[src/rtl/mips_mdu.sv]
// Iterative MIPS multiply/divide unit with architectural HI/LO registers.
// Shift-add multiply and restoring divide on operand magnitudes; the sign is fixed up in the last cycle.
module mips_mdu #(
    parameter int WIDTH = 32
) (
    input  logic             clk,
    input  logic             rst,
    input  logic             en,
    input  logic [2:0]       oper,
    input  logic [WIDTH-1:0] a,
    input  logic [WIDTH-1:0] b,
    output logic [WIDTH-1:0] hi,
    output logic [WIDTH-1:0] lo,
    output logic             busy,
    output logic             stall
);
    localparam int CW = $clog2(WIDTH) + 1;

    typedef enum logic [1:0] {IDLE, CALC, FIX} state_t;

    state_t             state_q, state_d;
    logic [CW-1:0]      cnt_q, cnt_d;
    logic [2*WIDTH-1:0] p_q, p_d;
    logic [WIDTH-1:0]   m_q, m_d;
    logic [WIDTH-1:0]   a_q, a_d;
    logic [WIDTH-1:0]   hi_q, hi_d;
    logic [WIDTH-1:0]   lo_q, lo_d;
    logic               div_q, div_d;
    logic               sa_q, sa_d;
    logic               sb_q, sb_d;
    logic               dz_q, dz_d;

    logic               op_valid, accept, is_signed;
    logic [WIDTH-1:0]   a_mag, b_mag, quo, rem;
    logic [WIDTH:0]     mul_sum, div_sh, div_sub;
    logic               div_ge;
    logic [2*WIDTH-1:0] prod;

    assign op_valid  = (oper != 3'd0) && (oper != 3'd7);
    assign accept    = en && (state_q == IDLE) && op_valid;
    assign is_signed = (oper == 3'd1) || (oper == 3'd3);
    assign a_mag     = (is_signed && a[WIDTH-1]) ? -a : a;
    assign b_mag     = (is_signed && b[WIDTH-1]) ? -b : b;

    // p_q holds {partial product, multiplier} for MUL and {remainder, dividend/quotient} for DIV.
    assign mul_sum = {1'b0, p_q[2*WIDTH-1:WIDTH]} + (p_q[0] ? {1'b0, m_q} : {(WIDTH+1){1'b0}});
    assign div_sh  = {p_q[2*WIDTH-1:WIDTH], p_q[WIDTH-1]};
    assign div_ge  = div_sh >= {1'b0, m_q};
    assign div_sub = div_sh - {1'b0, m_q};

    assign quo  = p_q[WIDTH-1:0];
    assign rem  = p_q[2*WIDTH-1:WIDTH];
    assign prod = (sa_q ^ sb_q) ? -p_q : p_q;

    assign hi    = hi_q;
    assign lo    = lo_q;
    assign busy  = (state_q != IDLE);
    assign stall = busy && en && op_valid;

    always_comb begin
        state_d = state_q;
        cnt_d   = cnt_q;
        p_d     = p_q;
        m_d     = m_q;
        a_d     = a_q;
        hi_d    = hi_q;
        lo_d    = lo_q;
        div_d   = div_q;
        sa_d    = sa_q;
        sb_d    = sb_q;
        dz_d    = dz_q;
        case (state_q)
            IDLE: begin
                if (accept) begin
                    case (oper)
                        3'd5: hi_d = a;
                        3'd6: lo_d = a;
                        default: begin
                            state_d = CALC;
                            cnt_d   = '0;
                            div_d   = oper[2] | (oper == 3'd3);
                            sa_d    = is_signed & a[WIDTH-1];
                            sb_d    = is_signed & b[WIDTH-1];
                            dz_d    = (b == '0);
                            a_d     = a;
                            if (oper[2] | (oper == 3'd3)) begin
                                p_d = {{WIDTH{1'b0}}, a_mag};
                                m_d = b_mag;
                            end else begin
                                p_d = {{WIDTH{1'b0}}, b_mag};
                                m_d = a_mag;
                            end
                        end
                    endcase
                end
            end
            CALC: begin
                if (div_q) p_d = {(div_ge ? div_sub[WIDTH-1:0] : div_sh[WIDTH-1:0]), p_q[WIDTH-2:0], div_ge};
                else       p_d = {mul_sum, p_q[WIDTH-1:1]};
                cnt_d = cnt_q + 1'b1;
                if (cnt_q == CW'(WIDTH - 1)) begin
                    state_d = FIX;
                    cnt_d   = '0;
                end
            end
            FIX: begin
                state_d = IDLE;
                if (!div_q) begin
                    {hi_d, lo_d} = prod;
                end else if (dz_q) begin
                    lo_d = '1;
                    hi_d = a_q;
                end else begin
                    lo_d = (sa_q ^ sb_q) ? -quo : quo;
                    hi_d = sa_q ? -rem : rem;
                end
            end
            default: state_d = IDLE;
        endcase
    end

    always_ff @(posedge clk) begin
        if (rst) begin
            state_q <= IDLE;
            cnt_q   <= '0;
            hi_q    <= '0;
            lo_q    <= '0;
        end else begin
            state_q <= state_d;
            cnt_q   <= cnt_d;
            hi_q    <= hi_d;
            lo_q    <= lo_d;
        end
        p_q   <= p_d;
        m_q   <= m_d;
        a_q   <= a_d;
        div_q <= div_d;
        sa_q  <= sa_d;
        sb_q  <= sb_d;
        dz_q  <= dz_d;
    end
endmodule

[config.mk]
export PLATFORM = sky130hd
export DESIGN_NAME = mips_mdu
export DESIGN_NICKNAME = d
export VERILOG_FILES = /design/src/rtl/mips_mdu.sv
export SDC_FILE = /design/constraint.sdc
export NUM_CORES = 1
export LEC_CHECK = 0
export ABC_AREA = 1
export BUFFER_PORTS_ARGS = -buffer_cell sky130_fd_sc_hd__buf_2
export CORE_MARGIN = 4
export CORE_UTILIZATION = 52
export CTS_CLUSTER_DIAMETER = 80
export DETAILED_ROUTE_END_ITERATION = 8
export GPL_TIMING_DRIVEN = 0
export PLACE_DENSITY = 0.7
export SYNTH_ARGS = -nofsm -noshare
export SYNTH_HDL_FRONTEND = slang
export SYNTH_SLANG_ARGS = --single-unit
[constraint.sdc]
create_clock -name clk -period 4.4 [get_ports clk]
set_clock_uncertainty 0.05 [all_clocks]
set_input_delay 0.44 -clock clk [delete_from_list [all_inputs] [get_ports clk]]
set_output_delay 0.44 -clock clk [all_outputs]
set_load 0.02 [all_outputs]
==> results.sh <==
export IMPL_peakVddDrop_uv=283
export IMPL_power_uw=6980
export IMPL_synth_adder_area_share_pct=4.57
export IMPL_maxCapViolCount=0
export IMPL_grt_pass1_wl_mm=130
export IMPL_drtPass1Iterations=7
export IMPL_ys_flop_type="edfxtp_1"
export IMPL_ioPinCount=136
export IMPL_post_cts_resized=0
export IMPL_holdCritPathClass="in2reg"
export IMPL_synth_edf_count=132
export IMPL_drtAntennaViolNets=0
export IMPL_grt_pass1_vias=21512
export IMPL_gp_congestion=1.08
export IMPL_syn_nets=3396
export IMPL_fin_crit_sh_pct=73.7
export IMPL_synth_top_family_by_area="simple AND/OR/NAND/NOR gates"
export IMPL_synth_xor_area_share_pct=3.41
export IMPL_clkLatencyLatePin_ps=580
export IMPL_met1Wirelength_mm=35.6
export IMPL_layout_drive_gt1_share_pct=9.16
export IMPL_dp_hpwl_mm=73.4
export IMPL_r2r_slack_ps=1160
export IMPL_grt_usage_pct=41.6
export IMPL_power_density_nw_per_um2=318
export IMPL_fp_dieH_um=203
export IMPL_min_from="a[6]"
export IMPL_yosysWarningCount=0
export IMPL_slew_headroom_pct=25.9
export IMPL_wl_met2_mm=37.1
export IMPL_cts_setup_buffers=0
export IMPL_cts_made_buffers=25
export IMPL_hold_violations=0
export IMPL_r2r_end="p_q[61]$_SDFFCE_PN0P_"
export IMPL_gr_total_overflow=0
export IMPL_syn_area_per_cell_sq_um=6.08
export IMPL_cts_root_buf="clkbuf_16"
export IMPL_synth_area_mux_share_pct=0
export IMPL_cts_tree="built"
export IMPL_syn_cell_area_sq_um=19800
export IMPL_path_class="reg2reg"
export IMPL_endpoint_kind="flip-flop"
export IMPL_path_delay_family="simple AND/OR/NAND/NOR gates"
export IMPL_rsz0062_at_grt="no"
export IMPL_areaGrowthSynthToFinish_pct=11.2
export IMPL_nets=3559
export IMPL_max_stage_delay_ps=450
export IMPL_setup_violations=0
export IMPL_min_period_ps=3240
export IMPL_leakagePower_uw=0.0109
export IMPL_async_flop_share_pct=0
export IMPL_critical_path_buf_inv_count=4
export IMPL_cpMostUsedCell="nand2_1"
export IMPL_dieArea_sq_um=41200
export IMPL_slew_viol_final=0
export IMPL_synth_seq_area_share_pct=27.3
export IMPL_r2r_start="p_q[0]$_DFFE_PP_"
export IMPL_crit_fanout=10
export IMPL_rows=71
export IMPL_fmax_mhz=308
export IMPL_fp_dieW_um=203
export IMPL_h_tree_depth=1
export IMPL_routed_wl_mm=89.8
export IMPL_ys_ff_latch=204
export IMPL_crit_start="p_q[0]$_DFFE_PP_"
export IMPL_core_sq_um=37600
export IMPL_viasPerCell=6.00
export IMPL_drt_initial_drc_count=3319
export IMPL_clk_pin_slew_ps=70
export IMPL_drcViolationCount=0
export IMPL_synthSimpleGateAreaFrac_pct=38.6
export IMPL_fin_tns_setup_ps=0
export IMPL_clock_sinks=204
export IMPL_r2r_worst_path_cells=19
export IMPL_ctsHoldBuffers=0
export IMPL_synth_compound_area_share_pct=15.2
export IMPL_routedWlPerCell_um=22.7
export IMPL_start_util_pct=52.6
export IMPL_whs_path_depth=1
export IMPL_hold_end="a_q[6]$_DFFE_PP_"
export IMPL_required_ps=4670
export IMPL_cp_start_kind="flip-flop"
export IMPL_grt_start_max_net_pins=69
export IMPL_io_buffers=135
export IMPL_antenna_found_initial=1
export IMPL_status="complete, no violations"
export IMPL_synth_cells=3255
export IMPL_ys_types=60
export IMPL_yosysTopAreaCellShare_pct=20.0
export IMPL_cts_path_max_buffers=3
export IMPL_synthTopCellsByArea="edfxtp_1 20%, nand2_1 18%, nor2_1 8.5%"
export IMPL_slowest_stage="clkbuf_1"
export IMPL_cp_data_arrival_time_ps=3510
export IMPL_top_layer_used="met5"
export IMPL_crit_chain="buf_2, clkbuf_1, nand2_1, inv_1, ha_1, fa_1, nand3_1, nand2_1, nand3_1, nand2_1, nand2_1, nand2_1, nand2_1, nand2_1, nand2_1, nand3_1, nand3_1, nand2_1, inv_1"
export IMPL_routed_via_count=23707
export IMPL_route_met3_wl_mm=11.2
export IMPL_worst_slew_pin_slew_ps=1110
export IMPL_yosysTopAreaCell="edfxtp_1"
## worst max-delay path by stage
stage | to | slack [ps] | cells after the start
floorplan | cnt_q[4]$_SDFFE_PP0P_ | 1640 | 8
global placement | cnt_q[4]$_SDFFE_PP0P_ | 740 | 5
detailed placement | p_q[61]$_SDFFCE_PN0P_ | 1270 | 19
CTS | p_q[61]$_SDFFCE_PN0P_ | 1240 | 19
global route | p_q[61]$_SDFFCE_PN0P_ | 930 | 19
finish | p_q[61]$_SDFFCE_PN0P_ | 1160 | 19
## area by class of cell
cell class,count,area (sq um)
Fill cell,3795,15600
Tap cell,511,639
Inverter,421,1580
Timing Repair Buffer,136,696
Clock buffer,40,806
Clock inverter,6,62.6
Sequential cell,204,5410
Buffer,118,574
Multi-Input combinational cell,2512,12200
Antenna cell,1,2.50
## layout by cell type (no fill, tap or decap), types with 4 or more instances in the layout
master     instances
nand4_2           12
nand3_1          253
nand2_2           13
o31ai_1            4
nor2_2            21
nand2_1          948
nand4_1           33
o21ai_0          227
nand3b_1          13
ha_1              69
a21oi_1          220
o21ai_1           41
nor2_4             6
buf_2            166
o21bai_1           9
o22ai_1            9
edfxtp_1         132
o211ai_1          10
inv_2             16
o21ai_2            5
buf_6              7
dfxtp_1           72
nor3_1            28
a31oi_1           19
inv_1            403
xor2_1            72
nor4_1             6
buf_1             10
clkbuf_16         27
clkbuf_8           8
or2_2              5
clkbuf_1          70
xnor2_1            5
nor2_1           447
## through the flow
stage | util, % | instance area (sq um) | setup WS [ps] | cells | hold WS [ps]
after floorplan | - | 19800 | 1640 | 3255 | 401
after global placement | 56.1 | 21100 | 741 | 3901 | 415
after detailed placement | 56.2 | 21100 | 1270 | 3902 | 431
after CTS | 58.5 | 22000 | 1240 | 3948 | 18.3
after global routing | 58.5 | 22000 | 927 | 3948 | 25.1
final | 58.5 | 22000 | 1160 | 3949 | 34.7
## report_power, final
part / switching [uW] / internal, uW / leakage (uW) / total [uW]
Sequential: 213 / 2220 / 0.00184 / 2430
Combinational: 1650 / 692 / 0.00865 / 2340
Clock: 937 / 1270 / 0.000432 / 2210
Total: 2800 / 4180 / 0.0109 / 6980
## state kept, by name, summed over array words and instances (netlist names), 2 cells and up
register	flops
hi	32
state_q	2
a_q	32
cnt_q	6
m_q	32
p_q	64
lo	32
## routing by layer
| metal | vias up | global-route usage, % |
|---|---|---|
| met5 | - | 0 |
| met4 | 2 | 20.1 |
| met3 | 326 | 10.4 |
| met2 | 1589 | 62.0 |
| met1 | 10898 | 56.7 |
| li1 | 10892 | - |
## cells in the mapped netlist (3+ instances only)
| library cell | instances |
|---|---|
| inv_2 | 15 |
| nor2_2 | 21 |
| nand2_1 | 948 |
| buf_1 | 10 |
| o21ai_1 | 41 |
| xnor2_1 | 5 |
| nor3_2 | 3 |
| nand3b_1 | 13 |
| o21a_1 | 3 |
| nand2_2 | 13 |
| a31oi_1 | 19 |
| o21bai_1 | 9 |
| edfxtp_1 | 132 |
| nand3_1 | 253 |
| nand4_1 | 33 |
| o31ai_1 | 4 |
| o211ai_1 | 10 |
| nand3_2 | 3 |
| nor2_4 | 6 |
| and2_1 | 3 |
| o21ai_0 | 227 |
| nand4_2 | 12 |
| clkbuf_1 | 66 |
| dfxtp_1 | 72 |
| nor3_1 | 28 |
| a21oi_1 | 220 |
| ha_1 | 69 |
| or2_2 | 5 |
| buf_2 | 31 |
| o22ai_1 | 9 |
| inv_1 | 405 |
| nor2_1 | 447 |
| buf_6 | 7 |
| xor2_1 | 72 |
| nor4_1 | 6 |
| o21ai_2 | 5 |
| a21o_1 | 3 |
## cells by family (layout without fill, tap and decap cells)
family          Yosys count  count (layout)
simple gates           1802            1802
compound gates          562             562
buf+inv                 539             721
flops                   204             204
xor+xnor                 77              77
fa+ha+maj                71              71
other cells               0               1
No activity file was read; power rests on OpenSTA's default activity.
